## src/rtl/dtcm_if.sv

```systemverilog
// LSU <-> DTCM command/response channel.
// The LSU drives commands and response back-pressure; the DTCM controller
// answers with command ready and the response itself.
interface dtcm_if #(
    parameter int DW = 32,
    parameter int AW = 16
);
    logic            dtcm_cmd_valid;
    logic            dtcm_cmd_ready;
    logic            dtcm_cmd_read;
    logic [AW-1:0]   dtcm_cmd_addr;
    logic [DW-1:0]   dtcm_cmd_wdata;
    logic [DW/8-1:0] dtcm_cmd_wmask;
    logic            dtcm_rsp_valid;
    logic            dtcm_rsp_ready;
    logic [DW-1:0]   dtcm_rsp_rdata;

    modport master (
        output dtcm_cmd_valid,
        output dtcm_cmd_read,
        output dtcm_cmd_addr,
        output dtcm_cmd_wdata,
        output dtcm_cmd_wmask,
        output dtcm_rsp_ready,
        input  dtcm_cmd_ready,
        input  dtcm_rsp_valid,
        input  dtcm_rsp_rdata
    );

    modport slave (
        input  dtcm_cmd_valid,
        input  dtcm_cmd_read,
        input  dtcm_cmd_addr,
        input  dtcm_cmd_wdata,
        input  dtcm_cmd_wmask,
        input  dtcm_rsp_ready,
        output dtcm_cmd_ready,
        output dtcm_rsp_valid,
        output dtcm_rsp_rdata
    );
endinterface

```

## src/rtl/dtcm_ctrl.sv

```systemverilog
// DTCM controller: responder end of the LSU command/response channel,
// driving a single-port synchronous SRAM with one-cycle read latency.
// Exactly one response is returned per accepted command; read data is
// parked in hold_q while the response is back-pressured.
module dtcm_ctrl #(
    parameter int DW     = 32,
    parameter int AW     = 16,
    parameter int RAM_AW = 14
) (
    input  logic              clk,
    input  logic              rst_n,
    dtcm_if.slave             bus,
    output logic              ram_cs,
    output logic              ram_we,
    output logic [RAM_AW-1:0] ram_addr,
    output logic [DW/8-1:0]   ram_wem,
    output logic [DW-1:0]     ram_din,
    input  logic [DW-1:0]     ram_dout
);

    typedef enum logic [1:0] {
        IDLE = 2'd0,
        RSP  = 2'd1,
        HOLD = 2'd2
    } state_t;

    state_t        state;
    logic          rsp_valid_q;
    logic          rd_flag;
    logic [DW-1:0] hold_q;
    logic [DW-1:0] rdata;
    logic          cmd_ready;
    logic          cmd_hsk;
    logic          rsp_hsk;

    // Only one response may be outstanding, so a new command is taken only
    // when the slot is empty or is being drained this very cycle.
    assign cmd_ready = ~rsp_valid_q | bus.dtcm_rsp_ready;
    assign cmd_hsk   = bus.dtcm_cmd_valid & cmd_ready;
    assign rsp_hsk   = rsp_valid_q & bus.dtcm_rsp_ready;

    assign bus.dtcm_cmd_ready = cmd_ready;
    assign bus.dtcm_rsp_valid = rsp_valid_q;
    assign bus.dtcm_rsp_rdata = rdata;

    // SRAM is driven straight from the accepted command; the word address
    // drops the byte offset and any bits above the macro, so addresses alias.
    assign ram_cs   = cmd_hsk;
    assign ram_we   = cmd_hsk & ~bus.dtcm_cmd_read;
    assign ram_addr = bus.dtcm_cmd_addr[RAM_AW+1:2];
    assign ram_wem  = bus.dtcm_cmd_wmask;
    assign ram_din  = bus.dtcm_cmd_wdata;

    generate
        if (AW > RAM_AW + 2) begin : g_addr_hi
            logic unused_addr_bits;
            assign unused_addr_bits = ^{bus.dtcm_cmd_addr[AW-1:RAM_AW+2],
                                        bus.dtcm_cmd_addr[1:0]};
        end else begin : g_addr_lo
            logic unused_addr_bits;
            assign unused_addr_bits = ^bus.dtcm_cmd_addr[1:0];
        end
    endgenerate

    // Response data: live SRAM output in the first response cycle, the
    // parked copy while stalled, zero for stores and when idle.
    always_comb begin
        rdata = '0;
        case (state)
            RSP:     rdata = rd_flag ? ram_dout : '0;
            HOLD:    rdata = hold_q;
            default: rdata = '0;
        endcase
    end

    // Response FSM with registered valid, load/store flag and holding register.
    always_ff @(posedge clk or negedge rst_n) begin
        if (!rst_n) begin
            state       <= IDLE;
            rsp_valid_q <= 1'b0;
            rd_flag     <= 1'b0;
            hold_q      <= '0;
        end else begin
            if (cmd_hsk) begin
                rd_flag <= bus.dtcm_cmd_read;
            end
            case (state)
                IDLE: begin
                    if (cmd_hsk) begin
                        state       <= RSP;
                        rsp_valid_q <= 1'b1;
                    end
                end
                RSP: begin
                    if (rsp_hsk) begin
                        if (!cmd_hsk) begin
                            state       <= IDLE;
                            rsp_valid_q <= 1'b0;
                        end
                    end else begin
                        state  <= HOLD;
                        hold_q <= rd_flag ? ram_dout : '0;
                    end
                end
                HOLD: begin
                    if (rsp_hsk) begin
                        if (cmd_hsk) begin
                            state <= RSP;
                        end else begin
                            state       <= IDLE;
                            rsp_valid_q <= 1'b0;
                        end
                    end
                end
                default: begin
                    state       <= IDLE;
                    rsp_valid_q <= 1'b0;
                end
            endcase
        end
    end

endmodule
```

## src/flat_wrapper.sv

```systemverilog
// flat-port wrapper written by rule: the top's interface ports become plain ports
module dtcm_ctrl_flat 
#(
    parameter int DW     = 32,
    parameter int AW     = 16,
    parameter int RAM_AW = 14
)
  (clk, rst_n, ram_cs, ram_we, ram_addr, ram_wem, ram_din, ram_dout, bus_dtcm_cmd_valid, bus_dtcm_cmd_read, bus_dtcm_cmd_addr, bus_dtcm_cmd_wdata, bus_dtcm_cmd_wmask, bus_dtcm_rsp_ready, bus_dtcm_cmd_ready, bus_dtcm_rsp_valid, bus_dtcm_rsp_rdata);
  dtcm_if #(.DW(DW), .AW(AW)) bus_i ();
  input  logic clk;
  input  logic rst_n;
  output logic ram_cs;
  output logic ram_we;
  output logic [RAM_AW-1:0] ram_addr;
  output logic [DW/8-1:0] ram_wem;
  output logic [DW-1:0] ram_din;
  input  logic [DW-1:0] ram_dout;
  input wire logic [$bits(bus_i.dtcm_cmd_valid)-1:0] bus_dtcm_cmd_valid;
  input wire logic [$bits(bus_i.dtcm_cmd_read)-1:0] bus_dtcm_cmd_read;
  input wire logic [$bits(bus_i.dtcm_cmd_addr)-1:0] bus_dtcm_cmd_addr;
  input wire logic [$bits(bus_i.dtcm_cmd_wdata)-1:0] bus_dtcm_cmd_wdata;
  input wire logic [$bits(bus_i.dtcm_cmd_wmask)-1:0] bus_dtcm_cmd_wmask;
  input wire logic [$bits(bus_i.dtcm_rsp_ready)-1:0] bus_dtcm_rsp_ready;
  output wire logic [$bits(bus_i.dtcm_cmd_ready)-1:0] bus_dtcm_cmd_ready;
  output wire logic [$bits(bus_i.dtcm_rsp_valid)-1:0] bus_dtcm_rsp_valid;
  output wire logic [$bits(bus_i.dtcm_rsp_rdata)-1:0] bus_dtcm_rsp_rdata;
  assign bus_i.dtcm_cmd_valid = bus_dtcm_cmd_valid;
  assign bus_i.dtcm_cmd_read = bus_dtcm_cmd_read;
  assign bus_i.dtcm_cmd_addr = bus_dtcm_cmd_addr;
  assign bus_i.dtcm_cmd_wdata = bus_dtcm_cmd_wdata;
  assign bus_i.dtcm_cmd_wmask = bus_dtcm_cmd_wmask;
  assign bus_i.dtcm_rsp_ready = bus_dtcm_rsp_ready;
  assign bus_dtcm_cmd_ready = bus_i.dtcm_cmd_ready;
  assign bus_dtcm_rsp_valid = bus_i.dtcm_rsp_valid;
  assign bus_dtcm_rsp_rdata = bus_i.dtcm_rsp_rdata;
  dtcm_ctrl #(.DW(DW), .AW(AW), .RAM_AW(RAM_AW)) u_core (.clk(clk), .rst_n(rst_n), .bus(bus_i), .ram_cs(ram_cs), .ram_we(ram_we), .ram_addr(ram_addr), .ram_wem(ram_wem), .ram_din(ram_din), .ram_dout(ram_dout));
endmodule
```

## config.mk

```make
export PLATFORM = sky130hd
export DESIGN_NAME = dtcm_ctrl_flat
export DESIGN_NICKNAME = d
export VERILOG_FILES = /design/src/rtl/dtcm_if.sv /design/src/rtl/dtcm_ctrl.sv /design/src/flat_wrapper.sv
export SDC_FILE = /design/constraint.sdc
export NUM_CORES = 1
export LEC_CHECK = 0
export BUFFER_PORTS_ARGS = -buffer_cell sky130_fd_sc_hd__buf_2
export CORE_MARGIN = 2
export CORE_UTILIZATION = 29
export CTS_CLUSTER_DIAMETER = 50
export DETAILED_ROUTE_END_ITERATION = 12
export PLACE_DENSITY = 0.61
export SKIP_CTS_REPAIR_TIMING = 1
export SYNTH_ARGS = -nofsm -noshare
export SYNTH_HDL_FRONTEND = slang
export SYNTH_SLANG_ARGS = --single-unit
```

## constraint.sdc

```tcl
create_clock -name clk -period 1.55 [get_ports clk]
set_clock_uncertainty 0.2 [all_clocks]
set_input_delay 0.31 -clock clk [delete_from_list [all_inputs] [get_ports clk]]
set_output_delay 0.31 -clock clk [all_outputs]
set_load 0.02 [all_outputs]
```

# Word level (Yosys, flattened, before mapping)
# Cells that the tools add are included.
[word_totals]
ff_bits = 36
input_bits = 89
out_inout_bits = 86
wordCells = 35
[op_classes]
n_eq_ne = 7
mux = 12
n_bitwise = 7
reduce_logical = 5
[op_table]
columns = ["op", "count"]
rows = [
  ["case mux 32 bit (2 select lines)", 1],
  ["2-to-1 mux 32 bit", 1],
  ["2-to-1 mux 2 bit", 4],
  ["!= test 2 x 1 -> 1 bit, second input constant", 3],
  ["case mux 2 bit (3 select lines)", 1],
  ["AND reduction 3 bit", 2],
  ["2-to-1 mux 1 bit", 4],
  ["AND 1 bit", 3],
  ["!= test 3 bit, second input constant", 1],
  ["inverter 1 bit", 3],
  ["== test 2 x 1 -> 1 bit, second input constant", 1],
  ["== test 2 bit, second input constant", 1],
  ["zero test 2 bit", 1],
  ["!= test 2 bit, second input constant", 1],
  ["case mux 1 bit (2 select lines)", 1],
  ["AND reduction 2 bit", 1],
  ["OR reduction 2 bit", 1],
  ["bitwise OR 1 bit", 1],
]

# Depth between registers and ports, before layout
# Gate-level depths: netlist of the first run.
[depth]
word_depth = 6
ltp_mapped = 7
depth_no_buf = 6

# Worst setup path before layout of the first run
# Ideal clock, no wire load.
[synth_timing]
path_kind = "reg2out"
startpoint = "register u_core.state[1]"
endpoint = "output bus_dtcm_rsp_rdata[1]"
arrival_ps = 1463
required_time_ps = 1040
slack_ps = -423
path_stages_with_launch = 7
path_buffers = 1
path_cell_list = "dfrtp_1 -> inv_1 -> ha_1 -> and2_1 -> clkbuf_1 -> a22oi_1 -> nor2_1"
[synth_via]
elab_chain_cells = 2
word_cells_on_any_way = 3
cone_classes = "2 x eq/ne; 1 x mux"
[synth_lines]
columns = ["element", "line_no", "rtl"]
rows = [
  ["start: declaration", "dtcm_ctrl.sv:27", "state_t state;"],
  ["start signal: assignment", "dtcm_ctrl.sv:79", "state <= IDLE;"],
  ["start signal: assignment", "dtcm_ctrl.sv:90", "state <= RSP;"],
  ["start signal: assignment", "dtcm_ctrl.sv:97", "state <= IDLE;"],
  ["== test 2 bit / == test 2 x 1 -> 1 bit (equally long branches)", "dtcm_ctrl.sv:69", "case (state)"],
  ["case mux 32 bit (2 select lines) *", "dtcm_ctrl.sv:69", ""],
  ["end: declaration", "flat_wrapper.sv:26", "output wire logic [$bits(bus_i.dtcm_rsp_rdata)-1:0] bus_dtcm_rsp_rdata;"],
]
# Every way passes the cells marked *; elsewhere a longest branch is shown, timed or not.

# Worst setup path after layout of the first run
[layout_timing]
startpoint = "register u_core.state[0]"
endpoint = "output bus_dtcm_rsp_rdata[21]"
# Same word-level chain as after synthesis.

==> run metrics, run 1 <==
initial drt markers 61; unrepaired setup endpoints after global routing yes; Worst-Margin Slew 424 ps; vias in the first global route 2,052; hold_ws 65.7 ps; met1 Use GR 18.5%; fillers 758; launching element type of the critical path register; CTS clk-pin slew, worst paths 80 ps; final critical-path share of the clock period 142%; cell count after synthesis 298; Final Critical Period 2200 ps; Worst Hold Depth 3; fraction of registers with async set/reset 100%; Core Rows 33; Worst VDD drop 0.000985 V; synth top area cells dfrtp_1 (38%), buf_4 (16%), nand2_1 (10%); Clock Sinks 36; Total GRT Usage 14.0%; Die X 94.9 µm; initial antenna violation count 0; critical-path cell with the highest stage delay dfrtp_2; CP arrival 1690 ps; GR peak layer met2; wire per inst 16.9 µm; cell repeated most along the worst path buf_6; Cell Pwr Density 2100 mW/mm²; final core utilization 51.7%; clk buf depth 2; Mean Syn Cell Area 8.04 µm²; Synth area leader dfrtp_1; max_cap viols 0; port buffer count 72; full die area 0.00901 mm²; nature of the critical path endpoint output pin; EDFF count, synth 0; # DRC 0; slowest stage delay, CP 440 ps; Worst EP required 1040 ps; min-delay worst type input pin to register; total core area 0.00809 mm²; status finished, violations left; H-Tree Depth 2; pin count of the biggest net entering global routing 35; via density per instance 4.96; DRT Wirelength 7790 µm; Slew headroom 71.7%; crit path max fanout 7; #FFs+latches synth 36; CTS Buf Count 5; post-synthesis sequential area ratio 37.6%; Synth cell types 22; Yosys top cell area share 37.6%; final weighted congestion in routability-driven placement 0.747; via count 2,288; ys flop type dfrtp_1; Die Height 94.9 µm; nets 450; Power, Total 8.79 mW; R2R cell count 6; final hold vios 0; Clock Latency Late Sink 290 ps; Area Growth Syn to Fin 74.5%; Ys Warns 0; Inserted Diodes 0; CTS tree done; Final Worst Setup Slack -653 ps; Sequential Area 905 µm²; Netlist Area Pre-Place 0.00240 mm²; Global Route met2 Usage 22.8%; max-slew violations 0; Max Fclk 454 MHz; layout cell share with drive strength beyond 1 61.5%; I/O Pins 175; gr ovfl total 0; Worst Path Class, Setup register to output pin; final setup violation count 69; Antenna Nets Post-Route 0; first-pass GRT wire length 9920 µm; failing checks negative setup slack; Leak 1.68 nW; syn nets 393; Pre-Repair DR Iteration Count 4; Initial Util 29.6%; met3 Use GR 3.19%; dpl hpwl 4390 µm; root buffer cell clkbuf_8; Multi-input gate area 0.00179 mm²; CP Cell Sequence buf_6 > ha_4 > clkbuf_16 > a32oi_4 > nor2_4 > buf_6
## metrics by stage
stage / worst slack (ps) / cells / TNS [ps] / area [µm²]
6_report: -653 / 461 / -24580 / 4180
5_1_grt: -698 / 461 / -28530 / 4180
4_1_cts: -794 / 434 / -28630 / 3300
3_5_place_dp: -467 / 426 / -16850 / 3170
3_3_place_gp: -415 / 426 / -15360 / 3170
2_1_floorplan: -178 / 298 / -4830 / 3020
## Yosys cell counts (2+ instances only)
library cell	number
nand2_1	67
buf_4	51
dfrtp_1	36
nor2_1	34
o21ai_1	32
a32oi_1	23
clkbuf_1	11
buf_2	10
a22oi_1	9
ha_1	6
inv_1	5
a21oi_1	3
mux2_4	2
## worst max-delay path: cells and delay by family (launching register included)
family / cells / cell delay, ps
AND/OR/NAND/NOR: 1 / 50
buffers and inverters: 3 / 450
adder cells (fa/ha/maj): 1 / 190
AO/OA/AOI/OAI: 1 / 270
flip-flops: 1 / 440
## state kept, by name, indices dropped and copies added, names as in the netlist
name,flops
u_core.bus.dtcm_rsp_valid,1
u_core.rd_flag,1
u_core.hold_q,32
u_core.state,2
## cell type report
cell class / count / share of cell area [%]
Multi-Input combinational cell: 186 / 42.8
Inverter: 6 / 0.898
Clock inverter: 1 / 0.718
Tap cell: 105 / 3.14
Sequential cell: 36 / 21.6
Clock buffer: 7 / 2.30
Timing Repair Buffer: 120 / 28.5
## power breakdown
part / leakage (nW) / total (mW) / switching (mW) / internal (mW)
Sequential: 0.464 / 1.61 / 0.321 / 1.29
Clock: 0.0645 / 0.928 / 0.359 / 0.568
Combinational: 1.15 / 6.26 / 3.26 / 3.00
Total: 1.68 / 8.79 / 3.94 / 4.85
## placed cells by master (no fill, tap or decap), types with 3 or more instances in the layout
cell type,synthesis,routed
a32oi_4,0,18
a22oi_2,0,9
clkbuf_8,0,7
buf_4,51,20
nand2_1,67,64
a32oi_2,0,5
clkbuf_16,0,8
nor2_4,0,31
buf_12,0,9
dfrtp_2,0,3
o21ai_1,32,30
buf_2,10,47
buf_6,0,33
ha_4,0,4
dfrtp_1,36,33
## cell families (layout without fill, tap and decap cells)
| group | Yosys count | in the layout | synth area share (%) |
|---|---|---|---|
| multiplexers | 3 | 3 | 1.72 |
| adder cells (fa/ha/maj) | 6 | 6 | 3.13 |
| flip-flops | 36 | 36 | 37.6 |
| AND/OR/NAND/NOR | 105 | 107 | 16.9 |
| AO/OA/AOI/OAI | 70 | 70 | 19.9 |
| buffers and inverters | 78 | 134 | 20.7 |
## worst paths after layout
path	slack, ps	startpoint	to
min	70	ram_dout[3]	u_core.hold_q[3]$_DFFE_PN0P_
min reg2reg	310	u_core.hold_q[4]$_DFFE_PN0P_	u_core.hold_q[4]$_DFFE_PN0P_
max	-650	u_core.state[0]$_DFFE_PN0P_	bus_dtcm_rsp_rdata[21]
min in group asynchronous	280	rst_n	u_core.hold_q[11]$_DFFE_PN0P_
max in group asynchronous	410	rst_n	u_core.rd_flag$_DFFE_PN0P_
max reg2reg	-300	u_core.state[1]$_DFFE_PN0P_	u_core.state[0]$_DFFE_PN0P_
## layer usage
layer / vias to the layer above / part of all wire [%]
li1: 1094 / -
met4: 0 / 1.7
met3: 26 / 4.9
met2: 78 / 48
met1: 1090 / 46
met5: - / 0
Power figures use the tool's default switching activity.
==> run 2: changes to the inputs <==
--- a/config.mk
+++ b/config.mk
@@ -5,12 +5,12 @@
 export SDC_FILE = /design/constraint.sdc
 export NUM_CORES = 1
 export LEC_CHECK = 0
+export ABC_AREA = 1
 export BUFFER_PORTS_ARGS = -buffer_cell sky130_fd_sc_hd__buf_2
-export CORE_MARGIN = 2
 export CORE_UTILIZATION = 29
 export CTS_CLUSTER_DIAMETER = 50
 export DETAILED_ROUTE_END_ITERATION = 12
-export PLACE_DENSITY = 0.61
+export PLACE_DENSITY = 0.6
 export SKIP_CTS_REPAIR_TIMING = 1
 export SYNTH_ARGS = -nofsm -noshare
 export SYNTH_HDL_FRONTEND = slang
==> run 2 against run 1 <==
The flow still finishes with violations (negative setup slack). Largest power group unchanged. Combinational power decreased by 4.3%. Cell count increased by 6.5%. First-iteration DRC count increased by 28%. Via count increased by 2.1%. Clock power decreased by 24%. Sequential share of layout area increased by 1.3 points. Non-clock buffer count decreased by 13. Die area increased by 3.5%.
==> run metrics, run 2 <==
status finished, violations left; failing checks negative setup slack; launching element type of the critical path register; Worst Hold Depth 3 (unchanged); Non-Filler Instances 491 (+6.5%); Die X 96.6 µm (+1.7%); ys flop type dfrtp_1; cell count after synthesis 340 (+14%); max_cap viols 0 (unchanged); Ys Warns 0 (unchanged); first-pass GRT wire length 9720 µm (-1.9%); layout cell share with drive strength beyond 1 56.9% (-4.6 points); synth top area cells dfrtp_1 (35%), buf_4 (14%), nand2_1 (11%); CP arrival 1600 ps (-90 ps); Synth cell types 17 (-23%); root buffer cell clkbuf_8; total core area 0.00868 mm² (+7.2%); Inserted Diodes 0 (unchanged); commonest non-fill, non-tap cell in the layout nand2_1; nature of the critical path endpoint output pin; initial antenna violation count 0 (unchanged); Worst EP required 1040 ps (about the same); Total GRT Usage 13.4% (-0.65 points); Worst Path Class, Setup register to output pin; most frequent cell after synthesis nand2_1; syn nets 435 (+11%); hold path start ram_dout[9]; final critical-path share of the clock period 136% (-6.0 points); final weighted congestion in routability-driven placement 0.773 (+3.5%); Cell Pwr Density 2140 mW/mm² (+1.7%); # DRC 0 (unchanged); Die Height 96.6 µm (+1.7%); final hold vios 0 (unchanged); worst reg2reg path endpoint u_core.hold_q[4]$_DFFE_PN0P_; Area Growth Syn to Fin 52.0%; Mean Syn Cell Area 7.62 µm² (-5.2%); Worst VDD drop 0.000883 V (-10%); max-slew violations 0 (unchanged); post-synthesis sequential area ratio 34.7% (-2.8 points); CTS Buf Count 5 (unchanged); Core Rows 34 (+3.0%); Top reg by flops u_core.hold_q; Cell Count Post-Placement 468 (+9.9%); vias in the first global route 2,128 (+3.7%); Final Critical Period 2110 ps (-93.2 ps); CTS tree done; Leak 1.56 nW (-6.9%); Critical R2R Launch u_core.state[0]$_DFFE_PN0P_; EDFF count, synth 0 (unchanged); Clock Latency Late Sink 280 ps (about the same); final setup violation count 69 (unchanged); crit path max fanout 14 (+7); dpl hpwl 4450 µm (+1.3%); Netlist Area Pre-Place 0.00259 mm² (+8.2%); nets 477 (+6.0%); most frequent cells after synthesis nand2_1 (77), buf_4 (50), a21oi_1 (37); #FFs+latches synth 36 (unchanged); gr ovfl total 0 (unchanged); commonest cells after routing, fill and taps aside nand2_1 (67), buf_2 (36), dfrtp_1 (34); Worst-Margin Slew 429 ps (+4.87 ps); full die area 0.00932 mm² (+3.5%); worst hold path endpoint u_core.hold_q[9]$_DFFE_PN0P_; fraction of registers with async set/reset 100% (unchanged); R2R setup slack -200 ps (+100 ps); Slew headroom 71.4% (-0.32 points); clk buf depth 2 (unchanged); Regs by FF count u_core.hold_q: 32 flops, u_core.state: 2 flops; pin count of the biggest net entering global routing 33 (-5.7%); R2R cell count 8 (+2); Initial Util 29.9% (+0.27 points); H-Tree Depth 2 (unchanged); hold_ws 67.4 ps (+1.68 ps); Clock Sinks 36 (unchanged); Yosys top cell area share 34.7% (-2.8 points); via density per instance 4.76 (-4.1%); Synth area leader dfrtp_1; DRT Wirelength 7070 µm (-9.3%); CTS clk-pin slew, worst paths 70 ps (about the same); Max Fclk 474 MHz (+4.4%); port buffer count 72 (unchanged); via count 2,337 (+2.1%); wire per inst 14.4 µm (-15%); Pre-Repair DR Iteration Count 4 (unchanged); Largest register FFs 32 (unchanged); Antenna Nets Post-Route 0 (unchanged); initial drt markers 78 (+28%); unrepaired setup endpoints after global routing yes; I/O Pins 175 (unchanged); min-delay worst type input pin to register; Final Worst Setup Slack -560 ps (+93.2 ps)
## run 2: final cells by class
cell class / instances / area [µm²]
timing repair buffer: 107 / 1090
fill: 826 / 4740
multi-input combinational: 222 / 1680
sequential: 36 / 903
clock buffer: 8 / 90.1
inverter: 10 / 47.5
tap: 108 / 135
## run 2: worst max-delay path by stage
stage | from | to | cells past startpoint
CTS | u_core.state[0]$_DFFE_PN0P_ | bus_dtcm_rsp_rdata[13] | 6
detailed placement | u_core.state[0]$_DFFE_PN0P_ | bus_dtcm_rsp_rdata[13] | 6
global route | u_core.state[1]$_DFFE_PN0P_ | bus_dtcm_rsp_rdata[28] | 6
global placement | u_core.state[0]$_DFFE_PN0P_ | bus_dtcm_rsp_rdata[13] | 6
finish | u_core.state[1]$_DFFE_PN0P_ | bus_dtcm_rsp_rdata[28] | 6
floorplan | u_core.state[0]$_DFFE_PN0P_ | bus_dtcm_rsp_rdata[0] | 5
## run 2: cell families after synthesis
group,share of synthesized area (%)
adders and majority gates,2.90
AOI/OAI and AO/OA,17.4
and+or+nand+nor,23.6
DFF,34.7
buffers and inverters,21.3
## run 2: per-layer routing
metal	track usage, %	vias up	wire length (µm)
met5	0	-	0
met4	5.51	0	110
met3	3.13	25	290
met2	23.7	53	3510
met1	15.5	1125	3150
li1	-	1134	-
## run 2: where the power goes
group	internal, mW	leakage, nW	switching, mW
sequential	1.43	0.415	0.305
clock	0.363	0.0455	0.339
combinational	2.77	1.10	3.22
total	4.56	1.56	3.87
## run 2: critical path, cell delays in order (launching register included)
cell,delay [ps]
dfrtp_1,390
inv_2,110
ha_4,200
buf_12,160
nand3_1,130
a21oi_4,160
buf_4,150
## run 2: per-stage QoR
stage | power (mW) | util [%] | setup slack (ps) | TNS, ps | area, µm²
floorplan | 5.58 | - | -129 | -3920 | 3070
global placement | 6.36 | 37.6 | -274 | -10430 | 3260
detailed placement | 6.46 | 37.6 | -307 | -11510 | 3260
CTS | 7.19 | 38.6 | -635 | -23090 | 3350
global route | 9.01 | 45.4 | -636 | -27120 | 3940
finish | 8.43 | 45.4 | -560 | -22050 | 3940
